<file path="src/rtl/defuzzificador_nie_tan.sv">
// Nie-Tan type reducer: folds nine firing intervals into one crisp 8-bit value
// with a 9-cycle multiply-accumulate followed by an 8-step restoring divide.
module defuzzificador_nie_tan #(
    parameter logic [7:0] C1 = 8'd0,
    parameter logic [7:0] C2 = 8'd32,
    parameter logic [7:0] C3 = 8'd64,
    parameter logic [7:0] C4 = 8'd96,
    parameter logic [7:0] C5 = 8'd128,
    parameter logic [7:0] C6 = 8'd160,
    parameter logic [7:0] C7 = 8'd192,
    parameter logic [7:0] C8 = 8'd224,
    parameter logic [7:0] C9 = 8'd255
) (
    input  logic        clk,
    input  logic        RESET,
    input  logic        START,
    input  logic [71:0] F_UP,
    input  logic [71:0] F_LOW,
    output logic [7:0]  Saida,
    output logic        DONE,
    output logic        BUSY
);

    typedef enum logic [1:0] {IDLE, ACC, DIV} state_t;

    localparam logic [71:0] C_PACK = {C9, C8, C7, C6, C5, C4, C3, C2, C1};

    state_t      state_reg, state_next;
    logic [71:0] fu_reg, fu_next;
    logic [71:0] fl_reg, fl_next;
    logic [20:0] num_reg, num_next;
    logic [20:0] rem_reg, rem_next;
    logic [12:0] den_reg, den_next;
    logic [3:0]  idx_reg, idx_next;
    logic [2:0]  k_reg, k_next;
    logic [7:0]  q_reg, q_next;
    logic [7:0]  saida_reg, saida_next;
    logic        done_reg, done_next;

    logic [8:0]  w_all [9];
    logic [7:0]  cent  [9];

    genvar gi;
    generate
        for (gi = 0; gi < 9; gi++) begin : g_rule
            assign w_all[gi] = {1'b0, fu_reg[8*gi +: 8]} + {1'b0, fl_reg[8*gi +: 8]};
            assign cent[gi]  = C_PACK[8*gi +: 8];
        end
    endgenerate

    logic [8:0]  w_sel;
    logic [7:0]  c_sel;
    logic [16:0] prod;
    logic [20:0] num_acc;
    logic [12:0] den_acc;
    logic [20:0] den_shift;
    logic        bit_set;

    assign w_sel     = w_all[idx_reg];
    assign c_sel     = cent[idx_reg];
    assign prod      = {8'd0, w_sel} * {9'd0, c_sel};
    assign num_acc   = num_reg + {4'd0, prod};
    assign den_acc   = den_reg + {4'd0, w_sel};
    assign den_shift = {8'd0, den_reg} << k_reg;
    // A zero denominator must never set quotient bits, so the result collapses to 0.
    assign bit_set   = (den_reg != 13'd0) && (rem_reg >= den_shift);

    always_comb begin
        state_next = state_reg;
        fu_next    = fu_reg;
        fl_next    = fl_reg;
        num_next   = num_reg;
        rem_next   = rem_reg;
        den_next   = den_reg;
        idx_next   = idx_reg;
        k_next     = k_reg;
        q_next     = q_reg;
        saida_next = saida_reg;
        done_next  = 1'b0;

        case (state_reg)
            IDLE: begin
                if (START) begin
                    fu_next    = F_UP;
                    fl_next    = F_LOW;
                    num_next   = '0;
                    den_next   = '0;
                    idx_next   = '0;
                    state_next = ACC;
                end
            end
            ACC: begin
                num_next = num_acc;
                den_next = den_acc;
                if (idx_reg == 4'd8) begin
                    rem_next   = num_acc;
                    q_next     = '0;
                    k_next     = 3'd7;
                    state_next = DIV;
                end else begin
                    idx_next = idx_reg + 4'd1;
                end
            end
            DIV: begin
                if (bit_set) begin
                    rem_next        = rem_reg - den_shift;
                    q_next[k_reg]   = 1'b1;
                end
                if (k_reg == 3'd0) begin
                    saida_next = q_next;
                    done_next  = 1'b1;
                    state_next = IDLE;
                end else begin
                    k_next = k_reg - 3'd1;
                end
            end
            default: state_next = IDLE;
        endcase
    end

    always_ff @(posedge clk) begin
        if (RESET) begin
            state_reg <= IDLE;
            fu_reg    <= '0;
            fl_reg    <= '0;
            num_reg   <= '0;
            rem_reg   <= '0;
            den_reg   <= '0;
            idx_reg   <= '0;
            k_reg     <= '0;
            q_reg     <= '0;
            saida_reg <= '0;
            done_reg  <= 1'b0;
        end else begin
            state_reg <= state_next;
            fu_reg    <= fu_next;
            fl_reg    <= fl_next;
            num_reg   <= num_next;
            rem_reg   <= rem_next;
            den_reg   <= den_next;
            idx_reg   <= idx_next;
            k_reg     <= k_next;
            q_reg     <= q_next;
            saida_reg <= saida_next;
            done_reg  <= done_next;
        end
    end

    assign Saida = saida_reg;
    assign DONE  = done_reg;
    assign BUSY  = (state_reg != IDLE);

endmodule

</file>
<file path="config.mk">
export PLATFORM = sky130hd
export DESIGN_NAME = defuzzificador_nie_tan
export DESIGN_NICKNAME = d
export VERILOG_FILES = /design/src/rtl/defuzzificador_nie_tan.sv
export SDC_FILE = /design/constraint.sdc
export NUM_CORES = 1
export LEC_CHECK = 0
export CORE_MARGIN = 8
export CORE_UTILIZATION = 52
export CTS_CLUSTER_DIAMETER = 120
export DETAILED_ROUTE_END_ITERATION = 10
export PLACE_DENSITY = 0.76
export SYNTH_ARGS = -nofsm -noshare
export SYNTH_HDL_FRONTEND = slang
export SYNTH_SLANG_ARGS = --single-unit
export TNS_END_PERCENT = 20
</file>
<file path="constraint.sdc">
create_clock -name clk -period 6.3 [get_ports clk]
set_input_delay 0.945 -clock clk [delete_from_list [all_inputs] [get_ports clk]]
set_output_delay 0.945 -clock clk [all_outputs]
set_load 0.05 [all_outputs]
</file>
; ---- Word-level counts from Yosys, hierarchy flattened
; Memory sizes are Yosys's and may differ from the RTL's.
; Index checks and enable logic that the tools add are counted.
[totals]
regBits = 225
latchBits = 0
mem_bits_rw = 0
mem_bits_ro = 128
inputBits = 147
out_inout_bits = 10
n_memories = 1
[memory_table]
columns = memory, depth, word_bits, rd, rd_ports_with_merged_regs, wr, line
row1 = (no name shown), 16, 8, 1, 0, 0, 60  ; assign c_sel = cent[idx_reg];
[classes]
add_sub_neg = 14
multipliers = 1
n_div = 0
n_lt_le_gt_ge = 4
eq_ne = 9
shift = 1
mux = 28
bitwise = 3
n_reduce_logical = 17
[op_table]
columns = operator, count
row1 = $pmux W21 S2, 2
row2 = $add A8 B8 Y9, 9
row3 = $mux W21, 3
row4 = $bmux W9 S4, 1
row5 = $mux W8, 4
row6 = $pmux W13 S2, 1
row7 = $add A21 B17 Y21, 1
row8 = $ge A21 B21 Y1, 1
row9 = $shl A13 B3 Y21, 1
row10 = $sub A21 B21 Y21, 1
row11 = $mux W9, 2
row12 = $mul A9 B8 Y17, 1
row13 = $pmux W8 S2, 1
row14 = $add A13 B9 Y13, 1
row15 = $mux W13, 1
row16 = $reduce_bool A13 Y1, 1
row17 = $ne A2 B2 Y1 const B, 6
row18 = $reduce_and A3 Y1, 4
row19 = $mux W4, 2
row20 = $or A8 B8 Y8, 1
row21 = $pmux W4 S2, 1
row22 = $reduce_and A2 Y1, 4
row23 = $mux W2, 3
row24 = $mux W3, 2
row25 = other kinds (19), 23

; ---- Longest topological paths before layout
[logic_depth]
ltp_word = 8
mapped_depth = 29
depth_no_buf = 28

; ---- Worst setup path after synthesis
; No wires, ideal clock.
[synth_timing]
path_kind = register -> register
from = register fu_reg[48]
to = register rem_reg[18]
setup_time_ps = 70
arrival_time_ps = 6495
t_required_ps = 6230
path_slack_ps = -266
path_stages_with_launch = 30
n_path_buf = 1
cell_sequence = dfxtp_1 ha_1 inv_1 fa_1 nor2b_1 o21ai_0 a21boi_1 mux2i_1 or3_1 a31o_2 a31oi_1 a21oi_1 fa_1 inv_1 fa_1 inv_1 fa_1 inv_1 fa_1 inv_1 ha_1 buf_2 a21o_1 and4_1 o31ai_1 nand3b_1 a31oi_1 mux2i_1 a211o_1 a21oi_1
[synth_between]
elab_chain_cells = 8
[synth_lines]
columns = item, line
row1 = start: declaration, 29  ; logic [71:0] fu_reg, fu_next;
row2 = start signal: assignment, 136  ; fu_reg <= fu_next;
row3 = $add A8 B8 Y9, 46  ; assign w_all[gi] = {1'b0, fu_reg[8*gi +: 8]} + {1'b0, fl_reg[8*gi +: 8]};
row4 = $bmux W9 S4, 59  ; assign w_sel = w_all[idx_reg];
row5 = $mux W9 (not written as such) (2 in a row), 59
row6 = $mul A9 B8 Y17, 61  ; assign prod = {8'd0, w_sel} * {9'd0, c_sel};
row7 = $add A21 B17 Y21, 62  ; assign num_acc = num_reg + {4'd0, prod};
row8 = $mux W21, 95  ; if (idx_reg == 4'd8) begin
row9 = $pmux W21 S2, 81  ; case (state_reg)
row10 = end signal: assignment, 139  ; rem_reg <= rem_next;
row11 = end: declaration, 32  ; logic [20:0] rem_reg, rem_next;
; No other way between the ends. The select of a mux whose other input is x is not followed.
; A chain may end at the register's enable or synchronous reset.

; ---- Final worst setup path
[layout_timing]
from = register fl_reg[16]
to = register num_reg[19]
[layout_between]
elab_chain_cells = 7
[layout_lines]
columns = item, line
row1 = start: declaration, 30  ; logic [71:0] fl_reg, fl_next;
row2 = start signal: assignment, 137  ; fl_reg <= fl_next;
row3 = $add A8 B8 Y9, 46
row4 = $bmux W9 S4, 59
row5 = $mux W9 (not written as such) (2 in a row), 59
row6 = $mul A9 B8 Y17, 61
row7 = $add A21 B17 Y21, 62
row8 = $pmux W21 S2, 81
row9 = end signal: assignment, 138  ; num_reg <= num_next;
row10 = end: declaration, 31  ; logic [20:0] num_reg, num_next;
; No other way between the ends. The select of a mux whose other input is x is not followed.

==> metrics.md <==
| Metric | Value |
|---|---|
| Leading register cell type out of synthesis | `sky130_fd_sc_hd__dfxtp_1` |
| Endpoints failing hold | `0` |
| TritonCTS clock tree | `done` |
| Number of synthesized register bits | `225` |
| Net switching component of the power | `0.00116 W` |
| Proportion of power drawn by flip-flops and latches | `0.379` |
| Height of the die | `194 um` |
| Run status | `completed` |
| Worst-margin pin slew | `1.15 ns` |
| Largest net degree at the start of global routing | `103` |
| Top Family by Delay on Critical Path | `adder cells` |
| Cell type with the largest total area after synthesis | `sky130_fd_sc_hd__dfxtp_1` |
| Root Buffer Master | `sky130_fd_sc_hd__clkbuf_16` |
| Critical path capture point type | `register` |
| Placement-stage worst setup slack | `-0.587 ns` |
| Count of flip-flops with a built-in enable after synthesis | `0` |
| Period utilization | `0.989` |
| Number of remaining DRC errors | `0` |
| Number of nets with antenna violations after routing | `0` |
| Peak fanout along the critical path | `3` |
| Wire per inst | `17.7 um` |
| Slowest cell on the critical path | `sky130_fd_sc_hd__fa_1` |
| Syn Nets | `2445` |
| Number of buffers created by CTS | `26` |
| Final setup viols | `0` |
| Most Frequent Cell on Critical Path | `sky130_fd_sc_hd__fa_1` |
| Cell row count | `65` |
| Switching power as a share of total power | `0.288` |
| GR Layer Usage met1 | `0.313` |
| Worst Slack Setup Final | `0.0712 ns` |
| Final Wtd Congestion | `0.941` |
| RSZ-0062 raised after global routing | `true` |
| Post-Synthesis Mean Instance Area | `7.88 um^2` |
| Maximum clock frequency | `0.161 GHz` |
| Detailed-routing iteration count for the pre-antenna-repair pass | `5` |
| Share of the yosys chip area belonging to registers | `0.274` |
| Number of max-capacitance violations reported | `0` |
| Area contributors post-synth | `sky130_fd_sc_hd__dfxtp_1 27%, sky130_fd_sc_hd__ha_1 12%, sky130_fd_sc_hd__nand2_1 9.0%` |
| Max H-tree Level | `1` |
| Clock Pin Slew Worst Setup and Hold Paths | `0.06 ns` |
| Detailed-route wire length | `48.4 mm` |
| X dimension of the die | `194 um` |
| Highest-utilization routing layer at the global route stage | `met2` |
| Leakage power summed over all cells | `8.98 nW` |
| Signal arrival time at the worst endpoint | `6.69 ns` |
| Cell Area, Synth | `16400 um^2` |
| Combinational fraction of design power | `0.230` |
| Min Tclk post-route | `6.23 ns` |
| Post-route insts no fill | `2740` |
| Number of DRC markers after the initial detailed-route iteration | `1064` |
| Number of instances in the synthesized netlist | `2083` |
| Proportion of register bits with asynchronous set or reset after synthesis | `0` |
| Most used standard cells in the synthesized netlist | `395 x sky130_fd_sc_hd__nand2_1, 260 x sky130_fd_sc_hd__a21oi_1, 225 x sky130_fd_sc_hd__dfxtp_1` |
| Global-route wire length before repair | `78.2 mm` |
| Aggregate global routing overflow | `0` |
| Power density relative to cell area | `195 nW/um^2` |
| Clk sinks | `225` |
| Met2 Resource Use GR | `0.432` |
| Internal power contribution | `0.00288 W` |
| Maximum vdd ir drop | `180 uV` |
| Insertion delay of the later-clocked pin in the worst-skew pair | `0.54 ns` |
| Aggregate global-route resource usage | `0.246` |
| Final setup skew | `0.0116 ns` |
| Final Max Tran Viols | `0` |
| Critical Path Max Stage Delay | `0.51 ns` |
| Proportion of layout cells with a drive suffix above 1 | `0.152` |
| Most used standard cell by instance count after synthesis | `sky130_fd_sc_hd__nand2_1` |
| Placeable core region | `31300 um^2` |
| Top cell type's share of synthesized area | `0.274` |
| Number of antenna violations at the first check in global routing | `0` |
| Initial cell density of the core | `0.524` |
| DR vias/cell | `5.72` |
| Final layout net count | `2681` |
| Fill cell total of the finished layout | `2565` |
| Type of element launching the critical path | `register` |
| Max-slew headroom | `0.231` |
| Post-Route Utilization | `0.663` |
| Synth-to-Final Area Change | `26.4%` |
| Antenna Cells | `0` |
| Buffer depth of the longest clock path | `3` |
| Hold Path Class | `reg -> reg` |
| Buffers added on ports | `156` |
| Met3 Track Usage GR | `0.0304` |
| Required arrival time at the worst endpoint | `6.76 ns` |
| # hold bufs at CTS | `0` |
| Number of top-level pins | `157` |
| Clock share of power | `0.391` |
| Critical setup path kind | `reg -> reg` |
| Via total after detailed routing | `15700` |
| Number of cells after detailed placement | `2664` |
| Number of distinct library cells after synthesis | `76` |
| Number of buffer and inverter stages on the critical path | `6` |
| Ys Warns | `0` |
| Half-perimeter wire length of the detailed placement result | `36.7 mm` |
| Via count of the first global-routing pass | `15700` |
| Die Footprint | `37500 um^2` |
-- cell type report --
class	count	area [um^2]	area share
multi-input cells	1588	11500	0.552
well taps	402	503	0.0242
clock buffers	33	708	0.0341
repair buffers	313	2780	0.134
inverters	165	619	0.0298
flip-flops and latches	225	4520	0.218
clock inverters	14	183	0.00880
-- final timing paths --
path                            from                       end  slack (ns)  cells past startpoint
max reg2reg  fl_reg[16]$_SDFFE_PP0P_  num_reg[19]$_SDFFE_PP0P_        0.07                     27
max          fl_reg[16]$_SDFFE_PP0P_  num_reg[19]$_SDFFE_PP0P_        0.07                     27
min          fl_reg[37]$_SDFFE_PP0P_   fl_reg[37]$_SDFFE_PP0P_        0.46                      2
min reg2reg  fl_reg[37]$_SDFFE_PP0P_   fl_reg[37]$_SDFFE_PP0P_        0.46                      2
-- per-layer routing --
layer  vias up  part of all wire
li1       7607                 -
met1      7538              0.43
met2       427              0.49
met3        91             0.052
met4         0             0.029
met5         -                 0
-- worst min-delay path, stage by stage (launching register included) --
cell	delay (ns)
sky130_fd_sc_hd__dfxtp_1	0.31
sky130_fd_sc_hd__nand2_1	0.05
sky130_fd_sc_hd__a21oi_1	0.05
-- cells by family after synthesis --
kind of cell,synth area share
compound gates,0.197
xor+xnor,0.0405
fa+ha+maj,0.192
buf+inv,0.0630
flops,0.274
mux,0.0397
simple gates,0.193
-- power by group through the flow --
stage / clock network, W / logic [W] / registers, W
CTS: 0.00161 / 0.000886 / 0.00153
finish: 0.00158 / 0.000930 / 0.00153
detailed placement: 0 / 0.000867 / 0.00156
global route: 0.00167 / 0.00102 / 0.00154
floorplan: 0 / 0.000546 / 0.00155
global placement: 0 / 0.000852 / 0.00156
-- cell usage in the layout (no fill, tap or decap), types with 21 or more instances in the layout --
| cell type | instances |
|---|---|
| sky130_fd_sc_hd__nand2_1 | 392 |
| sky130_fd_sc_hd__a21oi_1 | 244 |
| sky130_fd_sc_hd__dfxtp_1 | 215 |
| sky130_fd_sc_hd__clkdlybuf4s50_1 | 155 |
| sky130_fd_sc_hd__inv_1 | 152 |
| sky130_fd_sc_hd__buf_4 | 150 |
| sky130_fd_sc_hd__ha_1 | 139 |
| sky130_fd_sc_hd__nor2_1 | 120 |
| sky130_fd_sc_hd__o21ai_0 | 54 |
| sky130_fd_sc_hd__nand3_1 | 53 |
| sky130_fd_sc_hd__fa_1 | 52 |
| sky130_fd_sc_hd__xnor2_1 | 48 |
| sky130_fd_sc_hd__a21o_1 | 36 |
| sky130_fd_sc_hd__nor3_1 | 34 |
| sky130_fd_sc_hd__mux2i_1 | 27 |
| sky130_fd_sc_hd__clkbuf_16 | 27 |
| sky130_fd_sc_hd__xor2_1 | 24 |
| sky130_fd_sc_hd__a211oi_1 | 21 |
-- what timing repair did --
item / CTS / global route
endpoints found under the setup margin: 20 / 22
buffers inserted: 15 / 15
pin swaps: 49 / 95
gates resized for setup: 46 / 112
gates cloned: 0 / 0
-- stage by stage --
step / power, W / hold WS, ns / area (um^2) / setup TNS [ns]
after floorplan: 0.00210 / 0.431 / 16500 / 0
after global placement: 0.00241 / 0.436 / 19100 / -3.16
after detailed placement: 0.00243 / 0.447 / 19100 / -4.97
after CTS: 0.00403 / 0.458 / 20200 / -0.0500
after global routing: 0.00422 / 0.479 / 20800 / -1.47
final: 0.00404 / 0.459 / 20800 / 0
No activity file was read; power rests on OpenSTA's default activity.
